--- src/rtl/router_pkt_tx_if.sv ---
// Bus bundle between a packet loader/controller and the router packet source.
// The master side writes payload, issues launch commands and reports router
// backpressure; the slave side (the packet source) drives the router byte stream.
interface router_pkt_tx_if;
    logic       wr_en;
    logic [7:0] wr_data;
    logic       buf_full;
    logic [6:0] buf_count;
    logic       start;
    logic [1:0] dest_addr;
    logic [5:0] pld_len;
    logic       inject_err;
    logic       busy;
    logic [7:0] data_out;
    logic       pkt_valid;
    logic       tx_active;
    logic       done;
    logic       cmd_err;

    modport master (
        output wr_en, wr_data, start, dest_addr, pld_len, inject_err, busy,
        input  buf_full, buf_count, data_out, pkt_valid, tx_active, done, cmd_err
    );

    modport slave (
        input  wr_en, wr_data, start, dest_addr, pld_len, inject_err, busy,
        output buf_full, buf_count, data_out, pkt_valid, tx_active, done, cmd_err
    );
endinterface

--- src/rtl/router_pkt_tx.sv ---
// Router packet source: buffers payload bytes in a FIFO and, on a start
// command, serialises header, payload and parity bytes towards the router,
// holding the current byte whenever the router signals busy.
module router_pkt_tx #(
    parameter int DEPTH    = 64,
    parameter int IDLE_GAP = 2
) (
    input  logic            clk_i,
    input  logic            rst_i,
    router_pkt_tx_if.slave  bus
);

    localparam int         AW       = $clog2(DEPTH);
    localparam int         GW       = (IDLE_GAP < 2) ? 1 : $clog2(IDLE_GAP);
    localparam logic [6:0] FULL_CNT = 7'(DEPTH);
    localparam logic [GW-1:0] GAP_LAST = GW'((IDLE_GAP > 0) ? (IDLE_GAP - 1) : 0);

    typedef enum logic [2:0] {
        S_IDLE,
        S_HEADER,
        S_PAYLOAD,
        S_PARITY,
        S_GAP
    } state_t;

    // ------------------------------------------------------------------
    // Payload FIFO
    // ------------------------------------------------------------------
    logic [7:0]    mem [DEPTH];
    logic [AW-1:0] wr_ptr_q, wr_ptr_d;
    logic [AW-1:0] rd_ptr_q, rd_ptr_d;
    logic [6:0]    count_q, count_d;
    logic [7:0]    head_q;
    logic          full;
    logic          wr_accept;
    logic          pop;

    assign full      = (count_q == FULL_CNT);
    assign wr_accept = bus.wr_en && !full;

    // Next pointer/count values; a simultaneous push and pop leaves count unchanged.
    always_comb begin
        wr_ptr_d = wr_accept ? (wr_ptr_q + AW'(1)) : wr_ptr_q;
        rd_ptr_d = pop ? (rd_ptr_q + AW'(1)) : rd_ptr_q;
        count_d  = count_q;
        case ({wr_accept, pop})
            2'b10:   count_d = count_q + 7'd1;
            2'b01:   count_d = count_q - 7'd1;
            default: count_d = count_q;
        endcase
    end

    // FIFO pointer and occupancy registers.
    always_ff @(posedge clk_i or posedge rst_i) begin
        if (rst_i) begin
            wr_ptr_q <= '0;
            rd_ptr_q <= '0;
            count_q  <= '0;
        end else begin
            wr_ptr_q <= wr_ptr_d;
            rd_ptr_q <= rd_ptr_d;
            count_q  <= count_d;
        end
    end

    // Storage array write port.
    always_ff @(posedge clk_i) begin
        if (wr_accept) begin
            mem[wr_ptr_q] <= bus.wr_data;
        end
    end

    // Registered read of the head entry addressed by the next read pointer, so
    // head_q always holds the byte at rd_ptr_q. A byte written into the slot
    // that becomes the head (FIFO empty after this edge) is forwarded directly.
    always_ff @(posedge clk_i) begin
        if (wr_accept && (wr_ptr_q == rd_ptr_d)) begin
            head_q <= bus.wr_data;
        end else begin
            head_q <= mem[rd_ptr_d];
        end
    end

    // ------------------------------------------------------------------
    // Transmit FSM
    // ------------------------------------------------------------------
    state_t        state_q, state_d;
    logic [1:0]    addr_q, addr_d;
    logic [5:0]    len_q, len_d;
    logic          inj_q, inj_d;
    logic [5:0]    rem_q, rem_d;
    logic [7:0]    parity_q, parity_d;
    logic [GW-1:0] gap_q, gap_d;
    logic          done_q, done_d;
    logic          cmd_err_q, cmd_err_d;
    logic [7:0]    data_out_c;
    logic          pkt_valid_c;
    logic          xfer;
    logic          cmd_ok;

    // A presented byte moves to the router on any edge where busy is low.
    assign xfer   = !bus.busy;
    assign cmd_ok = (bus.dest_addr != 2'd3) && (bus.pld_len != 6'd0) &&
                    ({1'b0, bus.pld_len} <= count_q);

    // Next-state, byte selection and FIFO pop for the current packet phase.
    always_comb begin
        state_d     = state_q;
        addr_d      = addr_q;
        len_d       = len_q;
        inj_d       = inj_q;
        rem_d       = rem_q;
        parity_d    = parity_q;
        gap_d       = gap_q;
        done_d      = 1'b0;
        cmd_err_d   = 1'b0;
        pop         = 1'b0;
        data_out_c  = 8'h00;
        pkt_valid_c = 1'b0;

        case (state_q)
            S_IDLE: begin
                if (bus.start) begin
                    if (cmd_ok) begin
                        state_d = S_HEADER;
                        addr_d  = bus.dest_addr;
                        len_d   = bus.pld_len;
                        inj_d   = bus.inject_err;
                        rem_d   = bus.pld_len;
                    end else begin
                        cmd_err_d = 1'b1;
                    end
                end
            end

            S_HEADER: begin
                data_out_c  = {len_q, addr_q};
                pkt_valid_c = 1'b1;
                parity_d    = {len_q, addr_q};
                if (xfer) begin
                    state_d = S_PAYLOAD;
                end
            end

            S_PAYLOAD: begin
                data_out_c  = head_q;
                pkt_valid_c = 1'b1;
                if (xfer) begin
                    parity_d = parity_q ^ head_q;
                    pop      = 1'b1;
                    rem_d    = rem_q - 6'd1;
                    if (rem_q == 6'd1) begin
                        state_d = S_PARITY;
                    end
                end
            end

            S_PARITY: begin
                data_out_c  = parity_q ^ {7'b0, inj_q};
                pkt_valid_c = 1'b0;
                if (xfer) begin
                    done_d  = 1'b1;
                    gap_d   = '0;
                    state_d = (IDLE_GAP == 0) ? S_IDLE : S_GAP;
                end
            end

            S_GAP: begin
                if (gap_q == GAP_LAST) begin
                    state_d = S_IDLE;
                end else begin
                    gap_d = gap_q + GW'(1);
                end
            end

            default: begin
                state_d = S_IDLE;
            end
        endcase
    end

    // FSM state, latched command fields and status pulses.
    always_ff @(posedge clk_i or posedge rst_i) begin
        if (rst_i) begin
            state_q   <= S_IDLE;
            addr_q    <= '0;
            len_q     <= '0;
            inj_q     <= 1'b0;
            rem_q     <= '0;
            parity_q  <= '0;
            gap_q     <= '0;
            done_q    <= 1'b0;
            cmd_err_q <= 1'b0;
        end else begin
            state_q   <= state_d;
            addr_q    <= addr_d;
            len_q     <= len_d;
            inj_q     <= inj_d;
            rem_q     <= rem_d;
            parity_q  <= parity_d;
            gap_q     <= gap_d;
            done_q    <= done_d;
            cmd_err_q <= cmd_err_d;
        end
    end

    assign bus.data_out  = data_out_c;
    assign bus.pkt_valid = pkt_valid_c;
    assign bus.tx_active = (state_q != S_IDLE);
    assign bus.done      = done_q;
    assign bus.cmd_err   = cmd_err_q;
    assign bus.buf_full  = full;
    assign bus.buf_count = count_q;

endmodule

--- src/flat_wrapper.sv ---
// flat-port wrapper written by rule: the top's interface ports become plain ports
module router_pkt_tx_flat 
#(
    parameter int DEPTH    = 64,
    parameter int IDLE_GAP = 2
)
  (clk_i, rst_i, bus_wr_en, bus_wr_data, bus_start, bus_dest_addr, bus_pld_len, bus_inject_err, bus_busy, bus_buf_full, bus_buf_count, bus_data_out, bus_pkt_valid, bus_tx_active, bus_done, bus_cmd_err);
  router_pkt_tx_if bus_i ();
  input  logic clk_i;
  input  logic rst_i;
  input wire logic [$bits(bus_i.wr_en)-1:0] bus_wr_en;
  input wire logic [$bits(bus_i.wr_data)-1:0] bus_wr_data;
  input wire logic [$bits(bus_i.start)-1:0] bus_start;
  input wire logic [$bits(bus_i.dest_addr)-1:0] bus_dest_addr;
  input wire logic [$bits(bus_i.pld_len)-1:0] bus_pld_len;
  input wire logic [$bits(bus_i.inject_err)-1:0] bus_inject_err;
  input wire logic [$bits(bus_i.busy)-1:0] bus_busy;
  output wire logic [$bits(bus_i.buf_full)-1:0] bus_buf_full;
  output wire logic [$bits(bus_i.buf_count)-1:0] bus_buf_count;
  output wire logic [$bits(bus_i.data_out)-1:0] bus_data_out;
  output wire logic [$bits(bus_i.pkt_valid)-1:0] bus_pkt_valid;
  output wire logic [$bits(bus_i.tx_active)-1:0] bus_tx_active;
  output wire logic [$bits(bus_i.done)-1:0] bus_done;
  output wire logic [$bits(bus_i.cmd_err)-1:0] bus_cmd_err;
  assign bus_i.wr_en = bus_wr_en;
  assign bus_i.wr_data = bus_wr_data;
  assign bus_i.start = bus_start;
  assign bus_i.dest_addr = bus_dest_addr;
  assign bus_i.pld_len = bus_pld_len;
  assign bus_i.inject_err = bus_inject_err;
  assign bus_i.busy = bus_busy;
  assign bus_buf_full = bus_i.buf_full;
  assign bus_buf_count = bus_i.buf_count;
  assign bus_data_out = bus_i.data_out;
  assign bus_pkt_valid = bus_i.pkt_valid;
  assign bus_tx_active = bus_i.tx_active;
  assign bus_done = bus_i.done;
  assign bus_cmd_err = bus_i.cmd_err;
  router_pkt_tx #(.DEPTH(DEPTH), .IDLE_GAP(IDLE_GAP)) u_core (.clk_i(clk_i), .rst_i(rst_i), .bus(bus_i));
endmodule
--- config.mk ---
export PLATFORM = sky130hd
export DESIGN_NAME = router_pkt_tx_flat
export DESIGN_NICKNAME = d
export VERILOG_FILES = /design/src/rtl/router_pkt_tx_if.sv /design/src/rtl/router_pkt_tx.sv /design/src/flat_wrapper.sv
export SDC_FILE = /design/constraint.sdc
export NUM_CORES = 1
export LEC_CHECK = 0
export ABC_CLOCK_PERIOD_IN_PS = 3300
export BUFFER_PORTS_ARGS = -buffer_cell sky130_fd_sc_hd__buf_4
export CORE_UTILIZATION = 56
export CTS_CLUSTER_DIAMETER = 30
export DETAILED_ROUTE_END_ITERATION = 16
export HOLD_SLACK_MARGIN = 0.15
export MAX_ROUTING_LAYER = met4
export PLACE_DENSITY = 0.79
export SLEW_MARGIN = 40
export SYNTH_ARGS = -nofsm -noshare
export SYNTH_HDL_FRONTEND = slang
export SYNTH_SLANG_ARGS = --single-unit
--- constraint.sdc ---
create_clock -name clk_i -period 3.3 [get_ports clk_i]
set_clock_uncertainty 0.05 [all_clocks]
set_input_delay 0.165 -clock clk_i [delete_from_list [all_inputs] [get_ports clk_i]]
set_output_delay 0.165 -clock clk_i [all_outputs]
set_load 0.02 [all_outputs]
==> results of run 1 <==
## metrics by stage
step,instance area [µm²],hold WS [ns]
6_report,29000,0.145
2_1_floorplan,23000,0.214
3_3_place_gp,24600,0.350
5_1_grt,29000,0.215
4_1_cts,28700,0.155
3_5_place_dp,24600,0.248
## placed cells by master (no fill, tap or decap), types with 6 or more instances in the layout
| cell type | count |
|---|---|
| xnor2_1 | 16 |
| nand2_2 | 6 |
| buf_4 | 169 |
| inv_1 | 16 |
| a22o_1 | 7 |
| o21ai_0 | 16 |
| nor2b_1 | 8 |
| dlygate4sd3_1 | 22 |
| clkinv_2 | 13 |
| nand2_1 | 49 |
| inv_6 | 16 |
| buf_16 | 10 |
| nor2_1 | 104 |
| clkinv_4 | 7 |
| buf_12 | 13 |
| nand3_1 | 13 |
| clkinvlp_4 | 8 |
| nand3b_1 | 7 |
| dfrtp_1 | 48 |
| clkbuf_16 | 98 |
| o31ai_1 | 6 |
| nor3_1 | 12 |
| bufinv_16 | 13 |
| mux4_2 | 147 |
| ha_1 | 13 |
| clkinv_1 | 10 |
| clkbuf_1 | 9 |
| xor2_1 | 7 |
| mux2_2 | 12 |
| a21oi_1 | 19 |
| mux2i_1 | 23 |
| edfxtp_1 | 512 |
| nand4_1 | 7 |
| a211oi_1 | 6 |
## Yosys cell counts, drive strengths merged (9+ instances only)
master,n,area [µm²]
nor2,107,402
buf,34,186
inv,19,71.3
a211oi,9,67.6
mux2i,28,280
dfrtp,48,1200
mux2,17,191
edfxtp,512,15400
ha,13,163
nand2,55,206
clkbuf,35,131
o21ai,22,110
nand3,14,70.1
a21oi,20,100
xnor2,16,140
mux4,147,3310
nor3,13,65.1
## worst min path at each step
stage,start,end,slack (ns),cells after the start
3_3_place_gp,bus_inject_err,u_core.inj_q,0.35,2
2_1_floorplan,bus_wr_data[0],u_core.mem[0][0],0.21,0
5_1_grt,rst_i,u_core.wr_ptr_q[1],0.21,3
6_report,rst_i,u_core.bus.buf_count[6],0.15,3
3_5_place_dp,rst_i,u_core.bus.buf_count[6],0.25,2
4_1_cts,rst_i,u_core.wr_ptr_q[1],0.16,3
## power groups by stage
stage / sequential, mW / combinational, mW / clock [mW]
global route: 9.05 / 9.46 / 10.6
floorplan: 8.80 / 5.02 / 0
CTS: 9.02 / 8.24 / 10.2
global placement: 9.15 / 6.91 / 0
detailed placement: 9.19 / 7.04 / 0
finish: 9.02 / 9.11 / 10.2
## sequential cells by signal, indices dropped and copies added (netlist names), named ones only
name                  cells
u_core.bus.buf_count      7
u_core.addr_q             2
u_core.rd_ptr_q           6
u_core.state_q            3
u_core.len_q              6
u_core.inj_q              1
u_core.rem_q              6
u_core.wr_ptr_q           6
u_core.parity_q           8
u_core.bus.cmd_err        1
u_core.mem              512
u_core.bus.done           1
u_core.gap_q              1
## repair_timing
| action | CTS | global route |
|---|---|---|
| endpoints found under the setup margin | 8 | 9 |
| hold buffers | 22 | 0 |
| gates cloned | 7 | 1 |
| pin swaps | 7 | 10 |
| hold endpoints to repair | 587 | 0 |
| buffers inserted | 17 | 19 |
| resized for setup | 42 | 24 |
## logic make-up after synthesis
logic type               Yosys count  share of synthesized area
buffers and inverters             90                     0.0172
XOR/XNOR                          23                    0.00875
AND/OR/NAND/NOR                  233                     0.0452
multiplexers                     192                      0.164
AO/OA/AOI/OAI                    108                     0.0318
flip-flops                       566                      0.726
adder cells (fa/ha/maj)           13                    0.00707
## per-layer routing
metal | wire (µm) | share of wire | GRT usage
met5 | 0 | 0 | -
met4 | 2850 | 0.044 | 0.144
met3 | 7350 | 0.11 | 0.0624
met2 | 31700 | 0.49 | 0.498
met1 | 22700 | 0.35 | 0.415
## area by class of cell
cell class	instances	area, µm²
Timing Repair Buffer	222	2150
Sequential cell	566	16700
Inverter	21	85.1
Clock buffer	107	2470
Antenna cell	1	2.50
Multi-Input combinational cell	569	6100
Tap cell	525	657
Clock inverter	72	841
Fill cell	2110	11100
## worst register-to-register path, delay by kind of cell, from the launching register on
| family | cells | cell delay (ns) |
|---|---|---|
| buf+inv | 3 | 0.44 |
| mux | 3 | 1.45 |
| compound gates | 2 | 0.52 |
| flops | 1 | 0.37 |
==> impl_metrics.yaml, run 1 <==
route:
  drc: 0
  drt-initial-drc-count: 2173
  wire_per_inst_um: 31.0
  firstDrtPassIters: 8
  drt-total-wl_um: 64600
  routed_via_density: 6.80
  vias: 14154
  ant_nets: 0
setup_path:
  critPathTopFamily: "multiplexers"
  rr_endpoint: "u_core.parity_q[1]"
  start_kind: "flop"
  cp.arrival_ns: 3.33
  max_stage_delay_ns: 0.58
  endpoint_kind: "output pin"
  path_buf_inv: 4
  path_cells: "buf_12, buf_16, buf_4, mux4_2, mux4_2, mux2_4, o21ai_2, o22ai_2, buf_6"
  slowest_stage: "mux4_2"
  reg2reg_slack_ns: 0.32
  cp.depth: 9
  worstRegToRegCells: 8
  crit_fanout: 6
  path_class: "reg -> out"
  crit_path_frequent_cell: "mux4_2"
  crit_required_ns: 3.08
  crit_path_end: "bus_data_out[1]"
power_and_ir_drop:
  switchingPower_mw: 9.13
  power_leakage_nw: 10.2
  p_int_mw: 19.2
  pwr_density_cell_nw_per_um2: 977
  ir_drop_mv: 0.471
  pwr-share-seq: 0.318
  swShare: 0.322
  power.share.combinational: 0.322
  clkPwrFrac: 0.360
  power_mw: 28.3
finish:
  fin_nets: 1510
  area_growth_pct: 26.1
  drive_gt1_frac: 0.364
  instances_no_fill: 2083
  fin_util: 0.724
logic_synthesis:
  syn_nets: 1260
  ys_seq_area_frac: 0.726
  avgSynthCellArea_um2: 18.8
  netlist_area_um2: 23000
  synthArstFlopShare: 0.0848
  yosysWarningCount: 0
  synth_flop_cell: "edfxtp_1"
  ys_types: 58
  ys_ff_latch: 566
  synth_edf_count: 512
  syn_inst: 1225
status:
  violations: "negative setup slack"
  status: "complete, but fails checks"
floorplan:
  coreArea_um2: 40100
  dieArea_um2: 41900
  fp.dieH_um: 205
  io_pins: 42
  dieWidth_um: 205
  rows: 73
  initial_utilization: 0.574
timing:
  hold_viol: 0
  tightest_slew_ns: 0.897
  period_needed_ns: 3.54
  period_share: 1.07
  layout_setup_ws_ns: -0.243
  grt_setup_unrepaired: "true"
  setup_tns_ns: -1.54
  fmax_ghz: 0.282
  finalSetupViolCount: 8
  drv_slew: 0
  relSlewSlack: 0.400
clocking:
  clock-sinks: 566
  cts_htree_levels: 3
  ctsLongestPathBuffers: 3
  cts_buffers: 95
  cts_tree: "done"
  cts_root_buf: "clkbuf_16"
  clk_latency_ns: 0.63
  clk_pin_slew_worst_paths_ns: 0.05
placement:
  dp_slack_ns: 0.215
  port_buffers: 41
  gp_congestion: 0.902
  hpwl_um: 32400
  dp.cells: 1837
global_routing:
  grt-ovfl-total: 0
  groute.usage.overall: 0.321
  antenna_found_initial: 1
  grt_pass1_wl_um: 92400
  grt_max_degree: 65
  grt_pass1_vias: 14107
flow_run:
  cap_viol_max_count: 0
worst_hold_path:
  hold_path_class: "in -> async"
Note: power is estimated with default switching activity, not from simulation.
==> run 2: changes to the inputs <==
Settings changed: PLACE_DENSITY 0.79 to unset, PLACE_DENSITY_LB_ADDON set to 0.25.
==> impl_metrics.yaml, run 2 (synthesis results as in run 1) <==
floorplan:
  initial_utilization: 0.574
  rows: 73
  dieArea_um2: 41900
  coreArea_um2: 40100
  io_pins: 42
  dieWidth_um: 205
  fp.dieH_um: 205
placement:
  gp_congestion: 0.886
  dpl_cell_area_um2: 24600
  port_buffers: 41
  hpwl_um: 33600
setup_path:
  crit_required_ns: 3.08
  start_kind: "flop"
  crit_fanout: 6
  path_class: "reg -> out"
  endpoint_kind: "output pin"
  cp.arrival_ns: 3.28
clocking:
  cts_buffers: 100
  ctsLongestPathBuffers: 3
  clk_pin_slew_worst_paths_ns: 0.05
  cts_tree: "done"
  cts_htree_levels: 3
  clock-sinks: 566
  clk_latency_ns: 0.64
  cts_root_buf: "clkbuf_16"
power_and_ir_drop:
  pwr_density_cell_nw_per_um2: 970
  ir_drop_mv: 0.586
  power_mw: 28.2
  power_leakage_nw: 10.1
timing:
  period_needed_ns: 3.50
  hold_viol: 0
  tightest_slew_ns: 0.907
  grt_setup_unrepaired: "true"
  finalSetupViolCount: 8
  fmax_ghz: 0.286
  layout_setup_ws_ns: -0.200
  drv_slew: 0
  period_share: 1.06
  relSlewSlack: 0.393
route:
  ant_nets: 0
  drt-total-wl_um: 58400
  firstDrtPassIters: 7
  vias: 13349
  drc: 0
  wire_per_inst_um: 28.0
  drt-initial-drc-count: 1707
  routed_via_density: 6.39
finish:
  layout_common_cells: "512 x edfxtp_1, 172 x buf_4, 147 x mux4_2"
  largest_reg_flops: 512
  fillers: 2320
  stdcell_area_um2: 29100
  final_common_cell: "edfxtp_1"
  largest_register: "u_core.mem"
  fin_util: 0.725
  fin_nets: 1514
  area_growth_pct: 26.3
  drive_gt1_frac: 0.369
flow_run:
  cap_viol_max_count: 0
global_routing:
  antenna_found_initial: 1
  grt-ovfl-total: 0
  grt_pass1_wl_um: 85700
  groute.usage.overall: 0.297
  grt_pass1_vias: 13085
  grt_max_degree: 65
worst_hold_path:
  hold_path_class: "in -> reg"
status:
  violations: "negative setup slack"
  status: "complete, but fails checks"
[run 2: cell types whose count changed in the layout (fill, tap and decap cells not counted), sizes merged]
cell	change
bufbuf	-1
clkbuf	+13
clkinv	-10
clkinvlp	+5
inv	-1
dlygate4sd3	+1
buf	-1
[run 2: critical path, stage by stage, from the launching register on]
cell	delay, ns
dfxtp_4	0.40
buf_8	0.16
buf_16	0.15
buf_12	0.11
mux4_2	0.52
mux4_2	0.55
mux2i_4	0.20
nand2_1	0.10
o21ai_1	0.11
o22ai_1	0.12
buf_4	0.21
[run 2: layer usage]
metal / routed length (µm) / global-route usage / vias up
li1: - / - / 5493
met1: 22800 / 0.399 / 6885
met2: 28500 / 0.460 / 839
met3: 5400 / 0.0627 / 132
met4: 1690 / 0.0941 / 0
met5: 0 / - / -
[run 2: worst paths after layout]
| check | from | to | slack (ns) | depth (start not counted) |
|---|---|---|---|---|
| worst max-delay path | flop | bus_data_out[1] | -0.20 | 10 |
| worst min-delay path | bus_dest_addr[0] | u_core.addr_q[0] | 0.30 | 3 |
| worst max register to register | flop | u_core.parity_q[2] | 0.27 | 11 |
| worst min register to register | u_core.rd_ptr_q[5] | u_core.rd_ptr_q[5] | 0.42 | 1 |
| max in group asynchronous | rst_i | u_core.bus.cmd_err | 1.83 | 5 |
| min in group asynchronous | rst_i | u_core.parity_q[3] | 0.70 | 4 |
[run 2: area by class of cell]
type / instances / area [µm²] / share of cell area
Inverter: 21 / 81.3 / 0.00280
Tap cell: 525 / 657 / 0.0226
Clock buffer: 120 / 2640 / 0.0908
Timing Repair Buffer: 221 / 2060 / 0.0707
Antenna cell: 1 / 2.50 / 0.0000861
Sequential cell: 566 / 16700 / 0.575
Multi-Input combinational cell: 569 / 6100 / 0.210
Clock inverter: 66 / 815 / 0.0280
[run 2: report_power, final]
| part | switching, mW | internal (mW) | total [mW] |
|---|---|---|---|
| combinational | 4.57 | 4.26 | 8.84 |
| sequential | 0.558 | 8.39 | 8.95 |
| clock | 3.62 | 6.79 | 10.4 |
| total | 8.75 | 19.4 | 28.2 |
[run 2: repair_timing]
action / CTS / global route
endpoints found under the hold margin: 586 / 0
setup endpoints to repair: 8 / 9
buffers inserted: 22 / 13
gates cloned: 5 / 1
hold buffers: 23 / 0
gates resized for setup: 38 / 29
pin swaps: 11 / 11
[run 2: stage by stage]
stage               hold WS [ns]  TNS (ns)  setup WS [ns]  std cells
floorplan                  0.214         0         0.0507       1225
global placement           0.342         0          0.266       1839
detailed placement         0.196         0          0.251       1839
CTS                        0.270     -1.11         -0.154       2075
global route               0.294     -1.61         -0.244       2089
finish                     0.299     -1.21         -0.200       2089
